==> config.mk <==
export PLATFORM = sky130hd
export DESIGN_NAME = pll_reset_sequencer
export DESIGN_NICKNAME = d
export VERILOG_FILES = /design/src/rtl/pll_reset_sequencer.sv
export SDC_FILE = /design/constraint.sdc
export NUM_CORES = 1
export LEC_CHECK = 0
export CAP_MARGIN = 20
export CORE_ASPECT_RATIO = 1.5
export CORE_MARGIN = 5
export CORE_UTILIZATION = 40
export DETAILED_ROUTE_END_ITERATION = 8
export SLEW_MARGIN = 5
export SYNTH_ARGS = -nofsm -noshare
export SYNTH_HDL_FRONTEND = slang
export SYNTH_SLANG_ARGS = --single-unit
==> constraint.sdc <==
create_clock -name refclk -period 2.6 [get_ports refclk]
set_clock_uncertainty 0.05 [all_clocks]
set_input_delay 0.52 -clock refclk [delete_from_list [all_inputs] [get_ports refclk]]
set_output_delay 0.52 -clock refclk [all_outputs]
set_load 0.005 [all_outputs]
==> src/rtl/pll_reset_sequencer.sv <==
// rtl/pll_reset_sequencer.sv - PLL reset pulse, settle wait, heartbeat liveness check and system reset release
module pll_reset_sequencer #(
  parameter int RST_CYCLES    = 16,
  parameter int SETTLE_CYCLES = 2400,
  parameter int HB_TIMEOUT    = 64,
  parameter int HB_GOOD       = 4,
  parameter int MAX_RETRY     = 3
) (
  input  logic       refclk,
  input  logic       reset,
  input  logic       hb_toggle,
  output logic       pll_reset,
  output logic       rst_out,
  output logic       locked,
  output logic       fault,
  output logic [1:0] retry_cnt
);

  localparam int MAX_AB = (RST_CYCLES > SETTLE_CYCLES) ? RST_CYCLES : SETTLE_CYCLES;
  localparam int MAX_CT = (MAX_AB > HB_TIMEOUT) ? MAX_AB : HB_TIMEOUT;
  localparam int CW     = $clog2(MAX_CT) + 1;
  localparam int GW     = $clog2(HB_GOOD) + 1;

  typedef enum logic [2:0] {
    RESET_PLL,
    SETTLE,
    CHECK,
    RUN,
    FAULT
  } state_t;

  state_t        state;
  logic [CW-1:0] cnt;
  logic [CW-1:0] wd;
  logic [GW-1:0] good;
  logic [GW-1:0] good_inc;
  logic          hb_s1, hb_s2, hb_s3;
  logic          hb_edge;
  logic          wd_limit;

  // Two-flop synchronizer for the PLL-domain toggle plus one extra stage for edge detection
  always_ff @(posedge refclk or posedge reset) begin
    if (reset) begin
      hb_s1 <= 1'b0;
      hb_s2 <= 1'b0;
      hb_s3 <= 1'b0;
    end else begin
      hb_s1 <= hb_toggle;
      hb_s2 <= hb_s1;
      hb_s3 <= hb_s2;
    end
  end

  assign hb_edge  = hb_s2 ^ hb_s3;
  assign good_inc = good + GW'(1);
  assign wd_limit = (wd == CW'(HB_TIMEOUT - 1));

  // Sequencer state, counters and output decode registered together on each transition
  always_ff @(posedge refclk or posedge reset) begin
    if (reset) begin
      state     <= RESET_PLL;
      cnt       <= '0;
      wd        <= '0;
      good      <= '0;
      retry_cnt <= 2'd0;
      pll_reset <= 1'b1;
      rst_out   <= 1'b1;
      locked    <= 1'b0;
      fault     <= 1'b0;
    end else begin
      case (state)
        RESET_PLL: begin
          if (cnt == CW'(RST_CYCLES - 1)) begin
            state     <= SETTLE;
            cnt       <= '0;
            pll_reset <= 1'b0;
          end else begin
            cnt <= cnt + 1'b1;
          end
        end
        SETTLE: begin
          if (cnt == CW'(SETTLE_CYCLES - 1)) begin
            state <= CHECK;
            cnt   <= '0;
            wd    <= '0;
            good  <= '0;
          end else begin
            cnt <= cnt + 1'b1;
          end
        end
        CHECK, RUN: begin
          // An edge landing on the threshold cycle wins over the timeout
          if (hb_edge) begin
            wd <= '0;
            if (state == CHECK) begin
              good <= good_inc;
              if (good_inc == GW'(HB_GOOD)) begin
                state   <= RUN;
                rst_out <= 1'b0;
                locked  <= 1'b1;
              end
            end
          end else if (wd_limit) begin
            rst_out <= 1'b1;
            locked  <= 1'b0;
            cnt     <= '0;
            if (retry_cnt < 2'(MAX_RETRY)) begin
              retry_cnt <= retry_cnt + 2'd1;
              state     <= RESET_PLL;
              pll_reset <= 1'b1;
            end else begin
              state     <= FAULT;
              pll_reset <= 1'b1;
              fault     <= 1'b1;
            end
          end else begin
            wd <= wd + 1'b1;
          end
        end
        default: begin
          // FAULT is terminal; any other encoding is forced into it
          state     <= FAULT;
          pll_reset <= 1'b1;
          rst_out   <= 1'b1;
          locked    <= 1'b0;
          fault     <= 1'b1;
        end
      endcase
    end
  end

endmodule

======== Word level (Yosys, flattened, before mapping) ========
Index checks and enable logic that the tools add are counted.
Widths: inputs -> output; s select.
word-level totals
  word-level logic and storage cells ...... 90
  output and inout port bits .............. 6
  register bits after elaboration ......... 41
cells by class
  magnitude comparators ................... 1
  equality and inequality tests ........... 18
  bitwise logic cells ..................... 4
  add/sub/neg operators ................... 4
  muxes and demuxes ....................... 38
  reduce and logical (&&, ||, !) cells .... 13
operator list
  operator               count
  $mux 13                7
  $pmux 13 s3            1
  $mux 3                 10
  $add 13x1->13 const B  2
  $pmux 13 s2            1
  $reduce_and 4->1       5
  $ne 2x2->1 const B     7
  $eq 13x12->1 const B   1
  $eq 13x4->1 const B    1
  $eq 13x6->1 const B    1
  $mux 1                 13
  $ne 3x3->1 const B     4
  $pmux 3 s3             1
  $eq 3x2->1 const B     2
  $pmux 1 s2             3
  $pmux 3 s2             1
  $reduce_and 3->1       2
  $reduce_and 5->1       1
  $reduce_or 2->1        2
  $add 3x1->3 const B    1
  $eq 3x1->1 const B     1
  $eq 3x3->1 const B     1
  $logic_not 3->1        1
  $not 1->1              3
  6 further kinds        6

======== Logic depth before layout (Yosys ltp) ========
  depth after elaboration ................. 6
  mapped depth ............................ 7

======== Worst setup path before layout ========
Ideal clock, no wire load.
  path type ............................... reg-to-reg
  from .................................... reg wd[0]
  to ...................................... reg cnt[2]
  stages on the path, launching flop included .. 8
  arrival ................................. 1.963 ns
  slack ................................... 0.466 ns
  data required time ...................... 2.429 ns
  buffers on the path ..................... 1
  clock period less this slack ............ 2.134 ns
  setup time .............................. 0.121 ns
  cell sequence ........................... dfrtp_1 -> ha_1 -> and4_1 -> and4_1 -> buf_2 -> a21oi_1 -> nor2_1 -> a22o_1
on the way
  cells in the longest elaborated chain, start to end .. 3
ends and longest elaborated chain
  item                               line  RTL
  from (decl)                        34    logic [CW-1:0] wd;
  from (signal assigned)             117   wd <= wd + 1'b1;
  $eq 13x6->1                        56    assign wd_limit = (wd == CW'(HB_TIMEOUT - 1));
  $ne 2x2->1 (no source line)        -
  $reduce_and 3->1 (no source line)  -
  to (signal assigned)               78    cnt <= cnt + 1'b1;
  to (signal assigned)               88    cnt <= cnt + 1'b1;
  to (decl)                          33    logic [CW-1:0] cnt;
No other way between the ends.
A chain may end at the register's enable or synchronous reset.

======== Worst setup path after layout ========
  from .................................... reg wd[10]
  to ...................................... reg cnt[11]
Same word-level chain as after synthesis.

==> run_results.csv <==
group,metric,value,unit
outcome,status,"finished clean",
cts,hold_buffers,0,
global_route,grt_antenna_before_repair,0,
logic_synthesis,synth.most_common_cell,"dfrtp_1",
logic_synthesis,synth_ff_type,"dfrtp_1",
worst_setup_path,crit_fanout,10,
routing,drtIter0Drc,86,
cells_and_area,fin_nets,264,
logic_synthesis,synth-edff-count,0,
logic_synthesis,syn_area_per_cell,9.184,sq um
timing,rsz0062_at_grt,"no",
run,maxCapViolations,0,
floorplanning,fp.coreArea,5409,sq um
worst_setup_path,cp.arrival,2510,ps
worst_setup_path,worstPathCellList,"nor4_1 -> and4_1 -> a31oi_1 -> or3_1 -> a21oi_1",
cts,clkSlewWorstSetupHoldPaths,80,ps
worst_hold_path,hold-path-endpoint,"hb_s2",
routing,routedWlPerCell,14.92,microns
global_route,grt_overflow,0,
logic_synthesis,ys_ff_latch,41,
global_route,grt_usage,0.1508,
global_route,grt_pass1_wl,8700,microns
logic_synthesis,yosysWarningCount,0,
global_route,grt_pass1_vias,1909,
cells_and_area,seq_area,1028,sq um
worst_setup_path,critical_path_class,"reg -> reg",
cts,clock_latency,290,ps
logic_synthesis,yosysUniqueCellTypes,50,
logic_synthesis,syn_nets,249,
power_and_ir_drop,seq_power_share,0.544,
floorplanning,start_util,0.4092,
logic_synthesis,syn-cell-area,2213,sq um
cells_and_area,multi_input_area,1135,sq um
worst_setup_path,cp_slowest_stage_delay,520,ps
timing,relSlewSlack,0.6102,
power_and_ir_drop,ir_worst_vdd,0.3536,mV
logic_synthesis,synth_commonest_cells,"dfrtp_1, nand2_1, nor2_1",
worst_setup_path,slowest_stage,"nor4_1",
cts,post_cts_buffers,0,
timing,period_minus_slack,2343,ps
power_and_ir_drop,p_int,935.3,uW
timing,clock.fmax,426.8,MHz
global_route,grt_max_degree,42,
cts,clock-root-buffer,"clkbuf_8",
worst_setup_path,start_kind,"flip-flop",
power_and_ir_drop,power.switching,242.5,uW
cells_and_area,syn2layout_area_growth,13.57,%
routing,drt-pass1-iter-count,4,
timing,hold_viol,0,
logic_synthesis,yosysTopAreaCell,"dfrtp_1",
logic_synthesis,synthCells,241,
floorplanning,die_w,70.74,microns
routing,drc,0,
placed_design,hpwl,3576,microns
placed_design,portBuffers,8,
timing,worstMarginPinSlew,582.5,ps
cts,clock-sinks,41,
timing,setup-tns-final,0,ps
routing,vias,1879,
cts,ctsHtreeMaxLevel,2,
worst_hold_path,worstHoldPathCells,0,
worst_setup_path,reg2reg_to,"cnt[11]",
floorplanning,row_count,33,
cts,clockBufferDepth,2,
routing,drt-total-wl,4878,microns
power_and_ir_drop,p_leak,0.001068,uW
power_and_ir_drop,pwr-share-comb,0.027,
logic_synthesis,synthArstFlopShare,1.000,
floorplanning,die_y,101.1,microns
worst_hold_path,min_from,"hb_s1",
worst_setup_path,reg2reg_depth,5,
worst_setup_path,timing.rr.start,"wd[10]",
power_and_ir_drop,switching_share,0.2059,
routing,postRouteAntennaNets,0,
timing,drv_slew,0,
cells_and_area,antenna_cells,0,
worst_hold_path,worstHoldPathType,"reg -> reg",
floorplanning,io_pins,9,
cells_and_area,layout-drive-gt1-share,0.09339,
power_and_ir_drop,p_per_area,468.6,nW/um^2
logic_synthesis,seq_area_frac_synth,0.4647,
power_and_ir_drop,pwr-share-clk,0.429,
timing,fin_crit_sh,0.9011,
cells_and_area,fillCellCount,517,
routing,via_per_inst,5.746,
timing,fin_hold_ws,309.5,ps
logic_synthesis,synth_area_leaders,"dfrtp_1, o21ai_0, nand2_1, nor2_1, a21oi_1",
cts,cts_tree,"yes",
timing,final-setup-viol-count,0,
placed_design,place_congestion,0.8359,
cts,cts_buffers,5,
worst_setup_path,reg2reg_slack,260,ps
floorplanning,die_area,7152,sq um
worst_setup_path,crit_required,2770,ps
worst_setup_path,cp-end-kind,"flip-flop",
logic_synthesis,synth.top_cell.area_share,0.4409,
[stage by stage]
step	power [uW]	instance area, sq um	utilization	std cells	setup slack, ps
final	1178	2514	0.4647	327	257.0
after global routing	1226	2514	0.4647	327	110.6
after CTS	1194	2510	0.4640	327	207.5
after detailed placement	686.7	2402	0.4441	319	212.2
after global placement	686.0	2402	0.4441	319	264.6
after floorplan	670.6	2213	-	241	465.6
[metal layers]
layer	vias up	track usage	share of wire	wire length [microns]
met4	0	0.08249	0.030	148
met3	14	0.02894	0.024	119
met2	32	0.2702	0.53	2587
li1	926	-	-	-
met1	907	0.1660	0.41	2022
met5	-	0	0	0
[power groups by stage]
stage	registers, uW	clock network, uW	logic (uW)
finish	641	505	31.3
global route	642	548	36.6
CTS	641	520	32.9
detailed placement	654	0	32.9
global placement	654	0	32.2
floorplan	654	0	17.0
[registers in the layout, summed over array words and instances (netlist names)]
register / flops
hb_s3: 1
pll_reset: 1
state: 3
retry_cnt: 2
wd: 13
good: 3
rst_out: 1
locked: 1
hb_s2: 1
cnt: 13
hb_s1: 1
fault: 1
[logic make-up (layout without fill, tap and decap cells)]
family,Yosys count,in the layout,synth area share
buffers and inverters,14,30,0.02431
DFF,41,41,0.4647
muxes,4,4,0.01865
and+or+nand+nor,100,100,0.2312
xor gates and xnor gates,6,6,0.02375
adders and majority gates,5,5,0.02826
AOI/OAI and AO/OA,71,71,0.2092
[area by class of cell]
type,count,share of cell area
Timing Repair Buffer,14,0.04978
Clock inverter,2,0.01394
Sequential cell,41,0.4092
Multi-Input combinational cell,186,0.4515
Inverter,8,0.01195
Clock buffer,6,0.02887
Tap cell,70,0.03484
[cells in the final DEF (no fill, tap or decap), drive strengths merged, types with 3 or more instances in the layout]
master / Yosys / routed
a21o: 3 / 3
a21oi: 18 / 18
a22o: 4 / 4
a31oi: 4 / 4
and4: 3 / 3
buf: 1 / 6
clkbuf: 5 / 6
clkdlybuf4s50: 0 / 8
dfrtp: 39 / 39
ha: 5 / 5
inv: 8 / 8
mux2i: 3 / 3
nand2: 25 / 25
nand3: 12 / 12
nand4: 8 / 8
nor2: 25 / 25
nor3: 5 / 5
nor4: 5 / 5
o21ai: 24 / 24
o41ai: 3 / 3
or3: 5 / 5
or4: 3 / 3
xnor2: 3 / 3
xor2: 3 / 3
[worst max-delay path, delay by kind of cell, from the launching register on]
kind             cells  cell delay, ps
AO/OA/AOI/OAI        2             380
flip-flops           1             440
AND/OR/NAND/NOR      3            1410
[worst max path at each step]
stage,from,endpoint,slack (ps),cells past startpoint
2_1_floorplan,wd[0],cnt[2],470,7
3_3_place_gp,wd[0],cnt[2],260,6
3_5_place_dp,wd[0],cnt[2],210,6
4_1_cts,wd[0],cnt[2],210,6
5_1_grt,state[1],wd[2],110,5
6_report,wd[10],cnt[11],260,5
[what timing repair did]
item,4_1_cts,5_1_grt
hold endpoints to repair,0,0
endpoints found under the setup margin,0,5
resized for setup,0,1
(Power assumes the default switching activity.)
